## config.mk

```make
export PLATFORM = sky130hd
export DESIGN_NAME = s_acq_sampler_flat
export DESIGN_NICKNAME = d
export VERILOG_FILES = /design/src/rtl/s_acq_pkg.sv /design/src/rtl/s_acq_if.sv /design/src/rtl/s_acq_fifo4.sv /design/src/rtl/s_acq_sampler.sv /design/src/flat_wrapper.sv
export SDC_FILE = /design/constraint.sdc
export NUM_CORES = 1
export LEC_CHECK = 0
export ABC_AREA = 1
export BUFFER_PORTS_ARGS = -buffer_cell sky130_fd_sc_hd__buf_2
export CAP_MARGIN = 20
export CORE_MARGIN = 4
export CORE_UTILIZATION = 45
export DETAILED_ROUTE_END_ITERATION = 7
export HOLD_SLACK_MARGIN = 0.03
export PLACE_DENSITY = 0.66
export REMOVE_ABC_BUFFERS = 1
export SYNTH_ARGS = -nofsm -noshare
export SYNTH_HDL_FRONTEND = slang
export SYNTH_SLANG_ARGS = --single-unit
export TNS_END_PERCENT = 100
```

## constraint.sdc

```tcl
create_clock -name clk_dds -period 1.8 [get_ports clk_dds]
set_input_delay 0.36 -clock clk_dds [delete_from_list [all_inputs] [get_ports clk_dds]]
set_output_delay 0.36 -clock clk_dds [all_outputs]
set_load 0.05 [all_outputs]
```

## src/rtl/s_acq_pkg.sv

```systemverilog
// ---------------------------------------------------------------------------
// s_acq_pkg
// Shared definitions for the acquisition sampler:
//   - acq_state_e : window FSM encoding (IDLE, ARM, ACQ, DRAIN, DONE)
//   - FIFO_DEPTH  : output buffer depth, FIFO_AW its pointer index width
//   - DATA_W_DEF / CNT_W_DEF : default ADC word and sample-count widths
// ---------------------------------------------------------------------------
package s_acq_pkg;

    localparam int DATA_W_DEF = 12;
    localparam int CNT_W_DEF  = 12;

    localparam int FIFO_DEPTH = 4;
    localparam int FIFO_AW    = $clog2(FIFO_DEPTH);

    typedef enum logic [2:0] {
        ST_IDLE  = 3'd0,
        ST_ARM   = 3'd1,
        ST_ACQ   = 3'd2,
        ST_DRAIN = 3'd3,
        ST_DONE  = 3'd4
    } acq_state_e;

endpackage

```

## src/rtl/s_acq_if.sv

```systemverilog
// ---------------------------------------------------------------------------
// s_acq_if
// Valid/ready word stream from the sampler to the echo-data packer.
//   dout       : head word (source -> sink)
//   dout_valid : head word valid (source -> sink)
//   dout_ready : sink accepts the word (sink -> source)
// The sampler's DATA_W must match the DATA_W of the connected interface.
// ---------------------------------------------------------------------------
interface s_acq_if
    import s_acq_pkg::*;
#(
    parameter int DATA_W = DATA_W_DEF
);
    logic [DATA_W-1:0] dout;
    logic              dout_valid;
    logic              dout_ready;

    modport master (output dout, output dout_valid, input dout_ready);
    modport slave  (input dout, input dout_valid, output dout_ready);
endinterface

```

## src/rtl/s_acq_fifo4.sv

```systemverilog
// ---------------------------------------------------------------------------
// s_acq_fifo4
// Synchronous 4-entry FIFO with flush.
//   clk, rst_n : clock, asynchronous active-low reset (pointers only)
//   flush      : empty the FIFO (wins over push/pop)
//   push/wdata : write request and word
//   pop        : read request (ignored when empty)
//   rdata      : head word, forced to 0 while empty
//   full/empty : occupancy flags
// A push while full is accepted when a pop happens in the same cycle.
// ---------------------------------------------------------------------------
module s_acq_fifo4
    import s_acq_pkg::*;
#(
    parameter int DATA_W = DATA_W_DEF
) (
    input  logic              clk,
    input  logic              rst_n,
    input  logic              flush,
    input  logic              push,
    input  logic              pop,
    input  logic [DATA_W-1:0] wdata,
    output logic [DATA_W-1:0] rdata,
    output logic              full,
    output logic              empty
);
    localparam logic [FIFO_AW:0] PTR_ONE = {{FIFO_AW{1'b0}}, 1'b1};

    // Pointers carry one extra wrap bit to tell full from empty.
    logic [FIFO_AW:0]  wr_ptr_q, wr_ptr_d;
    logic [FIFO_AW:0]  rd_ptr_q, rd_ptr_d;
    logic [DATA_W-1:0] mem_q [FIFO_DEPTH];
    logic [DATA_W-1:0] mem_d [FIFO_DEPTH];
    logic              do_push;
    logic              do_pop;

    assign empty   = (wr_ptr_q == rd_ptr_q);
    assign full    = (wr_ptr_q[FIFO_AW] != rd_ptr_q[FIFO_AW]) &&
                     (wr_ptr_q[FIFO_AW-1:0] == rd_ptr_q[FIFO_AW-1:0]);
    assign do_pop  = pop & ~empty;
    // When full, the slot being written is the head that is popped this cycle.
    assign do_push = push & (~full | do_pop);

    always_comb begin
        wr_ptr_d = wr_ptr_q;
        rd_ptr_d = rd_ptr_q;
        if (flush) begin
            wr_ptr_d = '0;
            rd_ptr_d = '0;
        end else begin
            if (do_push) wr_ptr_d = wr_ptr_q + PTR_ONE;
            if (do_pop)  rd_ptr_d = rd_ptr_q + PTR_ONE;
        end
    end

    always_comb begin
        mem_d = mem_q;
        if (do_push && !flush) mem_d[wr_ptr_q[FIFO_AW-1:0]] = wdata;
    end

    always_ff @(posedge clk or negedge rst_n) begin
        if (!rst_n) begin
            wr_ptr_q <= '0;
            rd_ptr_q <= '0;
        end else begin
            wr_ptr_q <= wr_ptr_d;
            rd_ptr_q <= rd_ptr_d;
        end
    end

    // Storage is data only; the empty flag masks whatever it holds.
    always_ff @(posedge clk) begin
        mem_q <= mem_d;
    end

    assign rdata = empty ? '0 : mem_q[rd_ptr_q[FIFO_AW-1:0]];

endmodule

```

## src/rtl/s_acq_sampler.sv

```systemverilog
// ---------------------------------------------------------------------------
// s_acq_sampler
// Samples adc_data on each rising edge of the divided clock s_clk (treated as
// data in the clk_dds domain) for a window of sample_num samples, buffering
// the words in a 4-entry FIFO behind a valid/ready stream.
//   clk_dds, rst_n      : clock, asynchronous active-low reset
//   entop, s_acq_en     : enables; the window runs while both are high
//   s_clk               : divided acquisition clock (clk_dds/4)
//   adc_data            : ADC word, stable around the s_clk rising edge
//   sample_num          : samples per window, latched at window start
//   out_if (master)     : dout / dout_valid / dout_ready word stream
//   acq_busy            : window in progress (ACQ or DRAIN)
//   acq_done            : one-cycle pulse when a window completes
//   acq_ovf             : sticky, a sample was dropped in this window
// ---------------------------------------------------------------------------
module s_acq_sampler
    import s_acq_pkg::*;
#(
    parameter int DATA_W = DATA_W_DEF,
    parameter int CNT_W  = CNT_W_DEF
) (
    input  logic              clk_dds,
    input  logic              rst_n,
    input  logic              entop,
    input  logic              s_acq_en,
    input  logic              s_clk,
    input  logic [DATA_W-1:0] adc_data,
    input  logic [CNT_W-1:0]  sample_num,
    s_acq_if.master           out_if,
    output logic              acq_busy,
    output logic              acq_done,
    output logic              acq_ovf
);
    localparam logic [CNT_W-1:0] CNT_ONE = {{(CNT_W-1){1'b0}}, 1'b1};

    acq_state_e        state_q, state_d;
    logic              en_prev_q, en_prev_d;
    logic              s_clk_d_q, s_clk_d_d;
    logic [CNT_W-1:0]  num_r_q, num_r_d;
    logic [CNT_W-1:0]  cnt_q, cnt_d;
    logic              ovf_q, ovf_d;

    logic              en;
    logic              en_rise;
    logic              strobe;
    logic [CNT_W-1:0]  cnt_inc;
    logic              abort;
    logic              arm_go;
    logic              fifo_flush;
    logic              fifo_push;
    logic              fifo_pop;
    logic              fifo_full;
    logic              fifo_empty;
    logic              drop;
    logic [DATA_W-1:0] fifo_rdata;

    assign en       = entop & s_acq_en;
    assign en_rise  = en & ~en_prev_q;
    assign strobe   = s_clk & ~s_clk_d_q & (state_q == ST_ACQ);
    assign cnt_inc  = cnt_q + CNT_ONE;

    // Losing the enable mid-window abandons it without a completion pulse.
    assign abort    = ~en & ((state_q == ST_ARM) | (state_q == ST_ACQ) |
                             (state_q == ST_DRAIN));
    assign arm_go   = (state_q == ST_ARM) & en;

    assign fifo_flush = arm_go | abort;
    assign fifo_push  = strobe & en;
    assign fifo_pop   = ~fifo_empty & out_if.dout_ready;
    // A full FIFO still takes the word if the head leaves in the same cycle.
    assign drop       = fifo_push & fifo_full & ~fifo_pop;

    s_acq_fifo4 #(.DATA_W(DATA_W)) u_fifo (
        .clk   (clk_dds),
        .rst_n (rst_n),
        .flush (fifo_flush),
        .push  (fifo_push),
        .pop   (fifo_pop),
        .wdata (adc_data),
        .rdata (fifo_rdata),
        .full  (fifo_full),
        .empty (fifo_empty)
    );

    // FSM state register
    always_ff @(posedge clk_dds or negedge rst_n) begin
        if (!rst_n) state_q <= ST_IDLE;
        else        state_q <= state_d;
    end

    // FSM next state
    always_comb begin
        state_d = state_q;
        unique case (state_q)
            ST_IDLE:  if (en_rise) state_d = ST_ARM;
            ST_ARM: begin
                if (!en)                   state_d = ST_IDLE;
                else if (sample_num == '0) state_d = ST_DONE;
                else                       state_d = ST_ACQ;
            end
            ST_ACQ: begin
                if (!en)                                 state_d = ST_IDLE;
                else if (strobe && (cnt_inc == num_r_q)) state_d = ST_DRAIN;
            end
            ST_DRAIN: begin
                if (!en)             state_d = ST_IDLE;
                else if (fifo_empty) state_d = ST_DONE;
            end
            ST_DONE:  state_d = ST_IDLE;
            default:  state_d = ST_IDLE;
        endcase
    end

    // FSM outputs
    always_comb begin
        acq_busy = (state_q == ST_ACQ) | (state_q == ST_DRAIN);
        acq_done = (state_q == ST_DONE);
    end

    // Window bookkeeping: edge history, latched length, strobe count, overflow.
    // cnt counts dropped strobes too, so the window length never stretches.
    always_comb begin
        en_prev_d = en;
        s_clk_d_d = s_clk;
        num_r_d   = arm_go ? sample_num : num_r_q;
        cnt_d     = cnt_q;
        if (fifo_flush)  cnt_d = '0;
        else if (strobe) cnt_d = cnt_inc;
        ovf_d = ovf_q;
        if (arm_go)    ovf_d = 1'b0;
        else if (drop) ovf_d = 1'b1;
    end

    always_ff @(posedge clk_dds or negedge rst_n) begin
        if (!rst_n) begin
            en_prev_q <= 1'b0;
            s_clk_d_q <= 1'b0;
            num_r_q   <= '0;
            cnt_q     <= '0;
            ovf_q     <= 1'b0;
        end else begin
            en_prev_q <= en_prev_d;
            s_clk_d_q <= s_clk_d_d;
            num_r_q   <= num_r_d;
            cnt_q     <= cnt_d;
            ovf_q     <= ovf_d;
        end
    end

    assign out_if.dout       = fifo_rdata;
    assign out_if.dout_valid = ~fifo_empty;
    assign acq_ovf           = ovf_q;

endmodule

```

## src/flat_wrapper.sv

```systemverilog
// flat-port wrapper written by rule: the top's interface ports become plain ports
module s_acq_sampler_flat import s_acq_pkg::*;
#(
    parameter int DATA_W = DATA_W_DEF,
    parameter int CNT_W  = CNT_W_DEF
)
  (clk_dds, rst_n, entop, s_acq_en, s_clk, adc_data, sample_num, acq_busy, acq_done, acq_ovf, out_if_dout, out_if_dout_valid, out_if_dout_ready);
  s_acq_if #(.DATA_W(DATA_W)) out_if_i ();
  input  logic clk_dds;
  input  logic rst_n;
  input  logic entop;
  input  logic s_acq_en;
  input  logic s_clk;
  input  logic [DATA_W-1:0] adc_data;
  input  logic [CNT_W-1:0] sample_num;
  output logic acq_busy;
  output logic acq_done;
  output logic acq_ovf;
  output wire logic [$bits(out_if_i.dout)-1:0] out_if_dout;
  output wire logic [$bits(out_if_i.dout_valid)-1:0] out_if_dout_valid;
  input wire logic [$bits(out_if_i.dout_ready)-1:0] out_if_dout_ready;
  assign out_if_dout = out_if_i.dout;
  assign out_if_dout_valid = out_if_i.dout_valid;
  assign out_if_i.dout_ready = out_if_dout_ready;
  s_acq_sampler #(.DATA_W(DATA_W), .CNT_W(CNT_W)) u_core (.clk_dds(clk_dds), .rst_n(rst_n), .entop(entop), .s_acq_en(s_acq_en), .s_clk(s_clk), .adc_data(adc_data), .sample_num(sample_num), .out_if(out_if_i), .acq_busy(acq_busy), .acq_done(acq_done), .acq_ovf(acq_ovf));
endmodule
```

==> reports/summary.txt, run 1 <==
synthesized flop and latch total -> 84
Slew Viols, Final -> 0
ANT cells -> 0
combinational power share -> 0.456
crit-path max FO -> 6
status -> complete, but fails checks
skew final -> 18.1 ps
PD cells -> 1160 mW/mm^2
crit end category -> primary output
fmax -> 463 MHz
# clock sinks -> 84
main flop type after synthesis -> edfxtp_1
FILL cells -> 633
Final WS setup -> -362 ps
core area -> 0.00876 sq mm
Rows -> 34
placed inst area -> 0.00463 sq mm
average size of a mapped cell -> 9.26 sq um
FF-to-FF End -> u_core.state_q[1]$_DFFE_PN0P_
Port Buffers -> 45
Worst R2R Path Depth -> 13
drt drc -> 0
Flop pwr share -> 0.347
Die Width -> 103 microns
Worst-Skew Late Latency -> 370 ps
failing checks -> setup timing
relative slew slack -> 0.684
clock slew at reported path FFs -> 100 ps
Congestion Overflow GR -> 0
Sw Pwr -> 2.68 mW
fraction of layout cells with a size suffix above 1 -> 0.430
Leak Pwr -> 2.52 nW
Pwr Total -> 6.70 mW
most common cell after layout, fill and taps aside -> nand2_1
Post-Synthesis Cells -> 438
Critical Path AT -> 1800 ps
final worst path period share -> 1.20
first-pass GRT wire length -> 15.4 mm
CTS Buf Count -> 9
Top Ports -> 46
WL per Instance -> 16.5 microns
most frequent cells in the layout -> 73 x nand2_1, 48 x edfxtp_1, 41 x inv_1, 39 x nor2_1, 35 x buf_4
Detailed Route WL -> 10.7 mm
Area Growth Syn to Fin -> 42.4%
Synth Warn # -> 0
switching part of the total -> 0.400
Setup WS pre-CTS -> -93.3 ps
Max Cap Violations -> 0
Final Hold Viols -> 0
asr flop ratio synth -> 0.429
gr usage total -> 0.190
Reg2Reg Setup Slack -> -100 ps
Cell Area, Synth -> 0.00405 sq mm
pin count of the biggest net entering global routing -> 37
Layout Nets -> 572
setup violators final -> 52
die area -> 0.0106 sq mm
P_int -> 4.02 mW
DP HPWL -> 6.08 mm
worst vdd ir -> 770 uV
Clock power frac -> 0.197
Starting Density -> 0.463
Die H -> 103 microns
fin crit period -> 2160 ps
post-synth cell types -> 36
Hold Crit Class -> input pin to async pin
sequential area share after synthesis -> 0.578
post-layout util -> 0.659
RSZ-0062 raised after global routing -> yes
WS Path Type -> flip-flop to primary output
vias in the first global route -> 3,266
CTS tree -> yes
H-tree Lvls -> 3
1st-pass router iterations -> 4
antenna-violating nets left -> 0
number of synthesized flops with an enable pin -> 48
DR vias -> 3,458
detailed-route vias per instance -> 5.34
Initial DRC Count -> 252
Root Buffer -> clkbuf_8
initial antenna violation count -> 0
Max clock buf depth -> 2
Worst EP required -> 1440 ps
reg-to-reg startpoint -> u_core.cnt_q[0]$_DFFE_PN0P_
Worst setup SP type -> flip-flop
Final Instance Area -> 0.00577 sq mm
Final Wtd Congestion -> 0.829
Worst Tran Pin Value -> 473 ps
-- critical path, cell delays in order, from the launching register on --
cell     delay (ps)
dfrtp_2         460
buf_6           150
buf_12          140
nor2_1          270
o32ai_4         140
nand2_4          90
inv_2            40
buf_8           140
-- cell families after synthesis --
kind of cell | synth area share
AND/OR/NAND/NOR | 0.239
buffers and inverters | 0.0670
XOR/XNOR | 0.00648
adder cells (fa/ha/maj) | 0.0216
flip-flops | 0.578
AO/OA/AOI/OAI | 0.0886
-- worst max path at each step --
stage,from,end,cells past startpoint,slack [ps]
global route,u_core.u_fifo.rd_ptr_q[0]$_DFFE_PN0P_,out_if_dout[1],7,-370
detailed placement,u_core.u_fifo.wr_ptr_q[2]$_DFFE_PN0P_,u_core.u_fifo.mem_q[10]$_DFFE_PP_,5,-90
global placement,s_clk,u_core.u_fifo.mem_q[3]$_DFFE_PP_,7,-30
finish,u_core.u_fifo.rd_ptr_q[0]$_DFFE_PN0P_,out_if_dout[1],7,-360
CTS,u_core.u_fifo.rd_ptr_q[0]$_DFFE_PN0P_,out_if_dout[11],8,-240
floorplan,u_core.u_fifo.rd_ptr_q[0]$_DFFE_PN0P_,u_core.u_fifo.mem_q[12]$_DFFE_PP_,8,-890
-- what timing repair did --
action | CTS | global route
setup endpoints to repair | 27 | 67
pin swaps | 15 | 27
gates resized for setup | 120 | 80
endpoints found under the hold margin | 0 | 0
gates cloned | 3 | 2
setup buffers | 8 | 7
hold buffers | 0 | 0
-- metal layers --
layer	up-vias	track usage	wire, microns
met3	16	0.0345	684
met4	0	0.0588	165
li1	1659	-	-
met2	102	0.309	5440
met1	1681	0.260	4440
met5	-	0	0
-- sequential cells by signal (all words and copies together), names as in the netlist --
| signal | flops |
|---|---|
| u_core.u_fifo.wr_ptr_q | 3 |
| u_core.s_clk_d_q | 1 |
| u_core.u_fifo.rd_ptr_q | 3 |
| u_core.u_fifo.mem_q | 48 |
| u_core.cnt_q | 12 |
| u_core.en_prev_q | 1 |
| u_core.acq_ovf | 1 |
| u_core.state_q | 3 |
| u_core.num_r_q | 12 |
-- layout make-up --
type,instances,area [sq um],share of cell area
Inverter,58,228,0.0394
Multi-Input combinational cell,284,1930,0.335
Sequential cell,84,2350,0.406
Clock buffer,9,124,0.0215
Timing Repair Buffer,98,937,0.162
Tap cell,108,135,0.0234
Clock inverter,7,68.8,0.0119
-- stage by stage --
step,hold WS [ps],TNS [ps],instances
2_1_floorplan,64.4,-48410,426
3_3_place_gp,430,-406,613
3_5_place_dp,436,-1300,613
4_1_cts,36.2,-5610,639
5_1_grt,84.1,-9950,648
6_report,15.6,-6340,648
-- synthesized netlist by cell type, types with 2 or more instances --
cell	n	area share
nand2_2	8	0.012
inv_1	54	0.050
nand2_1	98	0.091
nor2_2	5	0.0077
nand3_1	29	0.036
a21oi_1	5	0.0062
nand3b_1	3	0.0056
buf_1	3	0.0028
o21ai_1	2	0.0025
nor4_1	3	0.0046
dfrtp_1	36	0.22
ha_1	7	0.022
nor2_4	2	0.0056
inv_2	2	0.0019
nand4_1	5	0.0077
edfxtp_1	48	0.36
xnor2_1	2	0.0043
o32ai_1	12	0.026
nand3_2	3	0.0074
clkbuf_1	6	0.0056
o21ai_0	30	0.037
o22ai_1	6	0.0093
nor2_1	55	0.051
buf_2	2	0.0025
-- power by group through the flow --
stage               sequential, mW  combinational, mW  clock [mW]
finish                        2.33               3.05        1.32
global route                  2.35               3.24        1.43
CTS                           2.32               2.66        1.33
detailed placement            2.36               1.86           0
global placement              2.35               1.83           0
floorplan                     2.38               1.23           0
No activity file was read; power rests on OpenSTA's default activity.
==> run 2: changes to the inputs <==
--- a/config.mk
+++ b/config.mk
@@ -5,14 +5,14 @@
 export SDC_FILE = /design/constraint.sdc
 export NUM_CORES = 1
 export LEC_CHECK = 0
-export ABC_AREA = 1
+export ABC_AREA = 0
 export BUFFER_PORTS_ARGS = -buffer_cell sky130_fd_sc_hd__buf_2
 export CAP_MARGIN = 20
 export CORE_MARGIN = 4
 export CORE_UTILIZATION = 45
 export DETAILED_ROUTE_END_ITERATION = 7
 export HOLD_SLACK_MARGIN = 0.03
-export PLACE_DENSITY = 0.66
+export PLACE_DENSITY = 0.67
 export REMOVE_ABC_BUFFERS = 1
 export SYNTH_ARGS = -nofsm -noshare
 export SYNTH_HDL_FRONTEND = slang
==> run 2 against run 1 <==
  * The flow still finishes with violations (setup timing)
  * Routed wire length is 22% lower
  * Area after synthesis is 1.0% lower
  * Non-clock buffer count fell by 10
  * Via count fell by 21%
  * Clock skew down 8.4 ps
  * Critical endpoint is now out_if_dout[8]
  * Sequential power about the same
  * Global-route usage shrank 1.7 points
  * Largest cell class unchanged
  * Clock-buffer cell count is the same
==> reports/summary.txt, run 2 <==
status -> complete, but fails checks
failing checks -> setup timing
Die H -> 102 microns (-0.47%)
Leak Pwr -> 2.04 nW (-19%)
Post-Synthesis Cells -> 304 (-31%)
die area -> 0.0105 sq mm (-0.94%)
Synth Warn # -> 0 (unchanged)
Yosys top cell area share -> 0.359 (+0.00366)
Largest Register -> u_core.u_fifo.mem_q
most common cell after layout, fill and taps aside -> edfxtp_1
fin crit period -> 2180 ps (+14.1 ps)
Pwr Total -> 6.44 mW (-3.8%)
Max clock buf depth -> 2 (unchanged)
Final Wtd Congestion -> 0.824 (-0.56%)
DP HPWL -> 5.64 mm (-7.3%)
crit end category -> primary output
post-layout util -> 0.595 (-0.0636)
RSZ-0062 raised after global routing -> yes
initial antenna violation count -> 0 (unchanged)
main flop type after synthesis -> edfxtp_1
Port Buffers -> 45 (unchanged)
Area Growth Syn to Fin -> 28.7%
Worst EP required -> 1440 ps (about the same)
CTS tree -> yes
most frequent cells in the layout -> 48 x edfxtp_1, 34 x buf_4, 30 x buf_2, 27 x dfrtp_1, 18 x nor2_1
max FFs per register -> 48 (unchanged)
Area contributors post-synth -> edfxtp_1 36%, dfrtp_1 22%, mux4_2 6.7%, mux2_2 3.4%, xnor2_1 3.1%
Detailed Route WL -> 8.33 mm (-22%)
setup violators final -> 13 (-75%)
average size of a mapped cell -> 13.2 sq um (+43%)
top cell type by total area after synthesis -> edfxtp_1
ANT cells -> 0 (unchanged)
pin count of the biggest net entering global routing -> 21 (-43%)
top cells by instance count after synthesis -> 48 x edfxtp_1, 36 x dfrtp_1, 20 x nor2_1, 16 x and2_1, 14 x xnor2_1
1st-pass router iterations -> 5 (+1)
synthesized flop and latch total -> 84 (unchanged)
largest registers -> u_core.u_fifo.mem_q (48), u_core.cnt_q (12), u_core.num_r_q (12)
first-pass GRT wire length -> 13.7 mm (-11%)
Max Cap Violations -> 0 (unchanged)
DR vias -> 2,723 (-21%)
gr usage total -> 0.173 (-0.0170)
clock slew at reported path FFs -> 100 ps (about the same)
Worst-Skew Late Latency -> 360 ps (about the same)
most common cell in the synthesized netlist -> edfxtp_1
crit-path max FO -> 6 (unchanged)
Final Hold Viols -> 0 (unchanged)
WS Path Type -> flip-flop to primary output
Slew Viols, Final -> 0 (unchanged)
H-tree Lvls -> 3 (unchanged)
skew final -> 9.75 ps (-8.36 ps)
Worst setup SP type -> flip-flop
Worst Tran Pin Value -> 444 ps (-29.9 ps)
PD cells -> 1250 mW/mm^2 (+7.5%)
slowest stage cell, crit path -> mux4_2
fmax -> 460 MHz (-0.65%)
WL per Instance -> 16.6 microns (+0.42%)
# clock sinks -> 84 (unchanged)
Top Ports -> 46 (unchanged)
Finished Layout Cells -> 501 (-23%)
post-synth cell types -> 53 (+47%)
Hold Crit Class -> input pin to flip-flop
Cell Area, Synth -> 0.00401 sq mm (-1.0%)
asr flop ratio synth -> 0.429 (unchanged)
Critical Path AT -> 1820 ps (+20 ps)
worst vdd ir -> 650 uV (-16%)
detailed-route vias per instance -> 5.44 (+1.8%)
Initial DRC Count -> 153 (-39%)
final worst path period share -> 1.21 (+0.00783)
Root Buffer -> clkbuf_8
CTS Buf Count -> 9 (unchanged)
placed inst area -> 0.00458 sq mm (-1.0%)
drt drc -> 0 (unchanged)
fraction of layout cells with a size suffix above 1 -> 0.420 (-0.00978)
Congestion Overflow GR -> 0 (unchanged)
vias in the first global route -> 2,757 (-16%)
antenna-violating nets left -> 0 (unchanged)
hold path depth -> 1
Rows -> 34 (unchanged)
Final WS setup -> -376 ps (-14.1 ps)
Largest stage delay, worst path -> 490 ps (+30 ps)
worst path cell trace -> clkbuf_16 > mux4_2 > and2_4 > buf_8
Setup WS pre-CTS -> -91.5 ps (+1.86 ps)
Layout Nets -> 425 (-26%)
relative slew slack -> 0.704 (+0.0199)
sequential area share after synthesis -> 0.584 (+0.00595)
Die Width -> 102 microns (-0.47%)
Worst R2R Path Depth -> 8 (-5)
Final Instance Area -> 0.00516 sq mm (-11%)
dpl cells -> 473 (-23%)
number of synthesized flops with an enable pin -> 48 (unchanged)
Starting Density -> 0.462 (about the same)
core area -> 0.00868 sq mm (-0.97%)
[run 2: through the flow]
stage	TNS (ps)	hold WS, ps
3_5_place_dp	-1830	332
4_1_cts	-4950	111
2_1_floorplan	-26610	64.4
5_1_grt	-5560	115
3_3_place_gp	-183	327
6_report	-4550	138
[run 2: critical path: cells and delay by family (launching register included)]
family	cells	cell delay, ps
mux	1	490
flops	1	470
buf+inv	2	330
simple gates	1	160
[run 2: logic make-up (layout without fill, tap and decap cells)]
family	Yosys count	count (layout)	share of synthesized area
AND/OR/NAND/NOR	97	97	0.135
buffers and inverters	21	110	0.0268
AO/OA/AOI/OAI	49	49	0.0833
XOR/XNOR	21	21	0.0458
multiplexers	25	25	0.104
adder cells (fa/ha/maj)	7	7	0.0218
flip-flops	84	84	0.584
[run 2: layer usage]
metal / share of wire / global-route usage / vias to the layer above
met5: 0 / 0 / -
met4: 0.018 / 0.0626 / 0
met3: 0.052 / 0.0403 / 12
met2: 0.50 / 0.293 / 76
met1: 0.43 / 0.216 / 1322
li1: - / - / 1313
[run 2: final timing paths]
check	slack [ps]	startpoint	to
max	-380	u_core.u_fifo.rd_ptr_q[0]$_DFFE_PN0P_	out_if_dout[8]
min	140	s_clk	u_core.s_clk_d_q$_DFF_PN0_
max reg2reg	70	u_core.u_fifo.rd_ptr_q[0]$_DFFE_PN0P_	u_core.u_fifo.rd_ptr_q[1]$_DFFE_PN0P_
min reg2reg	520	u_core.acq_ovf$_DFFE_PN0P_	u_core.acq_ovf$_DFFE_PN0P_
max in group asynchronous	820	rst_n	u_core.cnt_q[5]$_DFFE_PN0P_
min in group asynchronous	460	rst_n	u_core.num_r_q[4]$_DFFE_PN0P_
[run 2: timing repair]
action / CTS / global route
gates cloned: 1 / 0
pin swaps: 13 / 7
endpoints found under the setup margin: 16 / 76
setup buffers: 4 / 6
hold buffers: 1 / 0
resized for setup: 62 / 24
endpoints found under the hold margin: 18 / 0
[run 2: final cells by class]
class                           count  area (sq um)
Clock buffer                        9           124
Sequential cell                    84          2350
Multi-Input combinational cell    199          1670
Timing Repair Buffer               88           781
Clock inverter                      7          76.3
Fill cell                         699          3510
Tap cell                          108           135
Inverter                            6          26.3
[run 2: where the power goes]
group          internal, mW  switching [mW]  total (mW)
clock network         0.551           0.783        1.33
registers              2.18           0.151        2.33
logic                  1.41            1.37        2.78
total                  4.14            2.31        6.44
==> run 3: changes to the inputs <==
--- a/config.mk
+++ b/config.mk
@@ -9,10 +9,11 @@
 export BUFFER_PORTS_ARGS = -buffer_cell sky130_fd_sc_hd__buf_2
 export CAP_MARGIN = 20
 export CORE_MARGIN = 4
-export CORE_UTILIZATION = 45
+export CORE_UTILIZATION = 55
+export CTS_BUF_LIST = sky130_fd_sc_hd__clkbuf_2
 export DETAILED_ROUTE_END_ITERATION = 7
 export HOLD_SLACK_MARGIN = 0.03
-export PLACE_DENSITY = 0.67
+export PLACE_DENSITY = 0.79
 export REMOVE_ABC_BUFFERS = 1
 export SYNTH_ARGS = -nofsm -noshare
 export SYNTH_HDL_FRONTEND = slang
==> run 3 against run 2 <==
  * The run still ends with setup timing left
  * Utilization up 20 points
  * First-iteration DRC count grew to 2.7 times the previous value
  * Largest power group unchanged
  * Critical path type unchanged
  * Clock skew is 14 ps higher
  * Register-to-register slack got worse by 80 ps
==> reports/summary.txt, run 3 (synthesized netlist as in run 2, its figures left out) <==
fin crit period -> 2410 ps (+233 ps)
detailed-route vias per instance -> 6.22 (+14%)
Setup WS pre-CTS -> -150 ps (-58.4 ps)
crit end category -> primary output
vias in the first global route -> 3,165 (+15%)
Critical Path AT -> 2050 ps (+230 ps)
max FFs per register -> 48 (unchanged)
Initial DRC Count -> 415 (+170%)
Area Growth Syn to Fin -> 37.9%
Worst Tran Pin Value -> 509 ps (+65.2 ps)
fmax -> 415 MHz (-9.7%)
crit-path max FO -> 6 (unchanged)
Largest Register -> u_core.u_fifo.mem_q
# clock sinks -> 84 (unchanged)
WL per Instance -> 22.1 microns (+33%)
Final WS setup -> -609 ps (-233 ps)
Die H -> 93.4 microns (-8.8%)
PD cells -> 1150 mW/mm^2 (-7.8%)
Max clock buf depth -> 2 (unchanged)
Leak Pwr -> 2.21 nW (+8.6%)
clock slew at reported path FFs -> 230 ps (+130 ps)
most frequent cells in the layout -> 48 x edfxtp_1, 38 x buf_4, 32 x dfrtp_1, 30 x buf_2, 22 x dlygate4sd3_1
H-tree Lvls -> 3 (unchanged)
status -> complete, but fails checks
Worst-Skew Late Latency -> 560 ps (+200 ps)
Layout Nets -> 461 (+8.5%)
setup violators final -> 18 (+5)
DP HPWL -> 6.41 mm (+14%)
RSZ-0062 raised after global routing -> yes
Root Buffer -> clkbuf_2
Port Buffers -> 45 (unchanged)
placed inst area -> 0.00463 sq mm (+1.0%)
final worst path period share -> 1.34 (+0.129)
initial antenna violation count -> 0 (unchanged)
most common cell after layout, fill and taps aside -> edfxtp_1
core area -> 0.00694 sq mm (-20%)
Final Wtd Congestion -> 0.914 (+11%)
Pwr Total -> 6.36 mW (-1.3%)
Worst setup SP type -> flip-flop
gr usage total -> 0.244 (+0.0712)
ANT cells -> 0 (unchanged)
Final Instance Area -> 0.00553 sq mm (+7.1%)
drt drc -> 0 (unchanged)
relative slew slack -> 0.660 (-0.0445)
Detailed Route WL -> 11.6 mm (+39%)
WS Path Type -> flip-flop to primary output
Slew Viols, Final -> 0 (unchanged)
Top Ports -> 46 (unchanged)
pin count of the biggest net entering global routing -> 20 (-4.8%)
Rows -> 30 (-12%)
fraction of layout cells with a size suffix above 1 -> 0.448 (+0.0277)
1st-pass router iterations -> 5 (unchanged)
die area -> 0.00873 sq mm (-17%)
CTS tree -> yes
CTS Buf Count -> 9 (unchanged)
Max Cap Violations -> 0 (unchanged)
Die Width -> 93.4 microns (-8.8%)
DR vias -> 3,263 (+20%)
worst vdd ir -> 572 uV (-12%)
Starting Density -> 0.578 (+0.115)
Congestion Overflow GR -> 0 (unchanged)
antenna-violating nets left -> 0 (unchanged)
first-pass GRT wire length -> 16.0 mm (+17%)
Worst EP required -> 1440 ps (about the same)
Final Hold Viols -> 0 (unchanged)
failing checks -> setup timing
Hold Crit Class -> input pin to flip-flop
skew final -> 23.5 ps (+13.8 ps)
largest registers -> u_core.u_fifo.mem_q (48), u_core.cnt_q (12), u_core.num_r_q (12)
## run 3: changes by cell type in the layout (fill, tap and decap cells not counted), sizes merged
| cell | delta |
|---|---|
| inv | -1 |
| buf | +13 |
| and3 | +1 |
| dlygate4sd3 | +21 |
| bufinv | +1 |
| clkbuf | +1 |
## run 3: power by group
group | internal, mW | total (mW) | switching [mW]
Sequential | 2.18 | 2.34 | 0.165
Clock | 0.329 | 1.02 | 0.692
Combinational | 1.49 | 3.00 | 1.51
Total | 3.99 | 6.36 | 2.37
## run 3: metal layers
layer  vias to the layer above  track usage  part of all wire
li1                       1388            -                 -
met1                      1596        0.303              0.37
met2                       228        0.417              0.51
met3                        51       0.0394             0.086
met4                         0        0.114             0.041
met5                         -            0                 0
## run 3: layout make-up
type | instances | area, sq um
clock inverters | 7 | 73.8
inverters | 6 | 25.0
fillers | 334 | 1410
flip-flops and latches | 84 | 2350
multi-input cells | 200 | 1780
clock buffers | 9 | 45.0
repair buffers | 123 | 1140
well taps | 96 | 120
## run 3: path summary, 6_finish.rpt
path | slack, ps | to | cells after the start | from
worst max-delay path | -610 | out_if_dout[11] | 4 | u_core.u_fifo.rd_ptr_q[0]$_DFFE_PN0P_
worst min-delay path | 60 | u_core.num_r_q[7]$_DFFE_PN0P_ | 2 | sample_num[7]
worst max register to register | -10 | u_core.u_fifo.mem_q[43]$_DFFE_PP_ | 5 | u_core.state_q[0]$_DFFE_PN0P_
worst min register to register | 540 | u_core.cnt_q[11]$_DFFE_PN0P_ | 1 | u_core.cnt_q[11]$_DFFE_PN0P_
max in group asynchronous | 1070 | u_core.cnt_q[7]$_DFFE_PN0P_ | 3 | rst_n
min in group asynchronous | 260 | u_core.num_r_q[4]$_DFFE_PN0P_ | 2 | rst_n
## run 3: through the flow
stage	hold slack [ps]	util	setup TNS [ps]	instances
after detailed placement	337	0.667	-1840	471
final	61.4	0.797	-7700	525
after global routing	54.9	0.797	-8910	525
after global placement	328	0.667	-668	471
after CTS	35.2	0.758	-7470	516
after floorplan	64.4	-	-26610	289
## run 3: critical path, cell delays in order, from the launching register on
cell and delay (ps):
dfrtp_2 530, buf_6 160, mux4_2 510, and2_4 160, buf_8 140
## run 3: repair_timing
action | in CTS | in global routing
gates resized for setup | 76 | 40
setup buffers | 8 | 8
setup endpoints to repair | 20 | 63
pin swaps | 15 | 17
hold endpoints to repair | 73 | 1
gates cloned | 0 | 3
hold buffers | 21 | 1
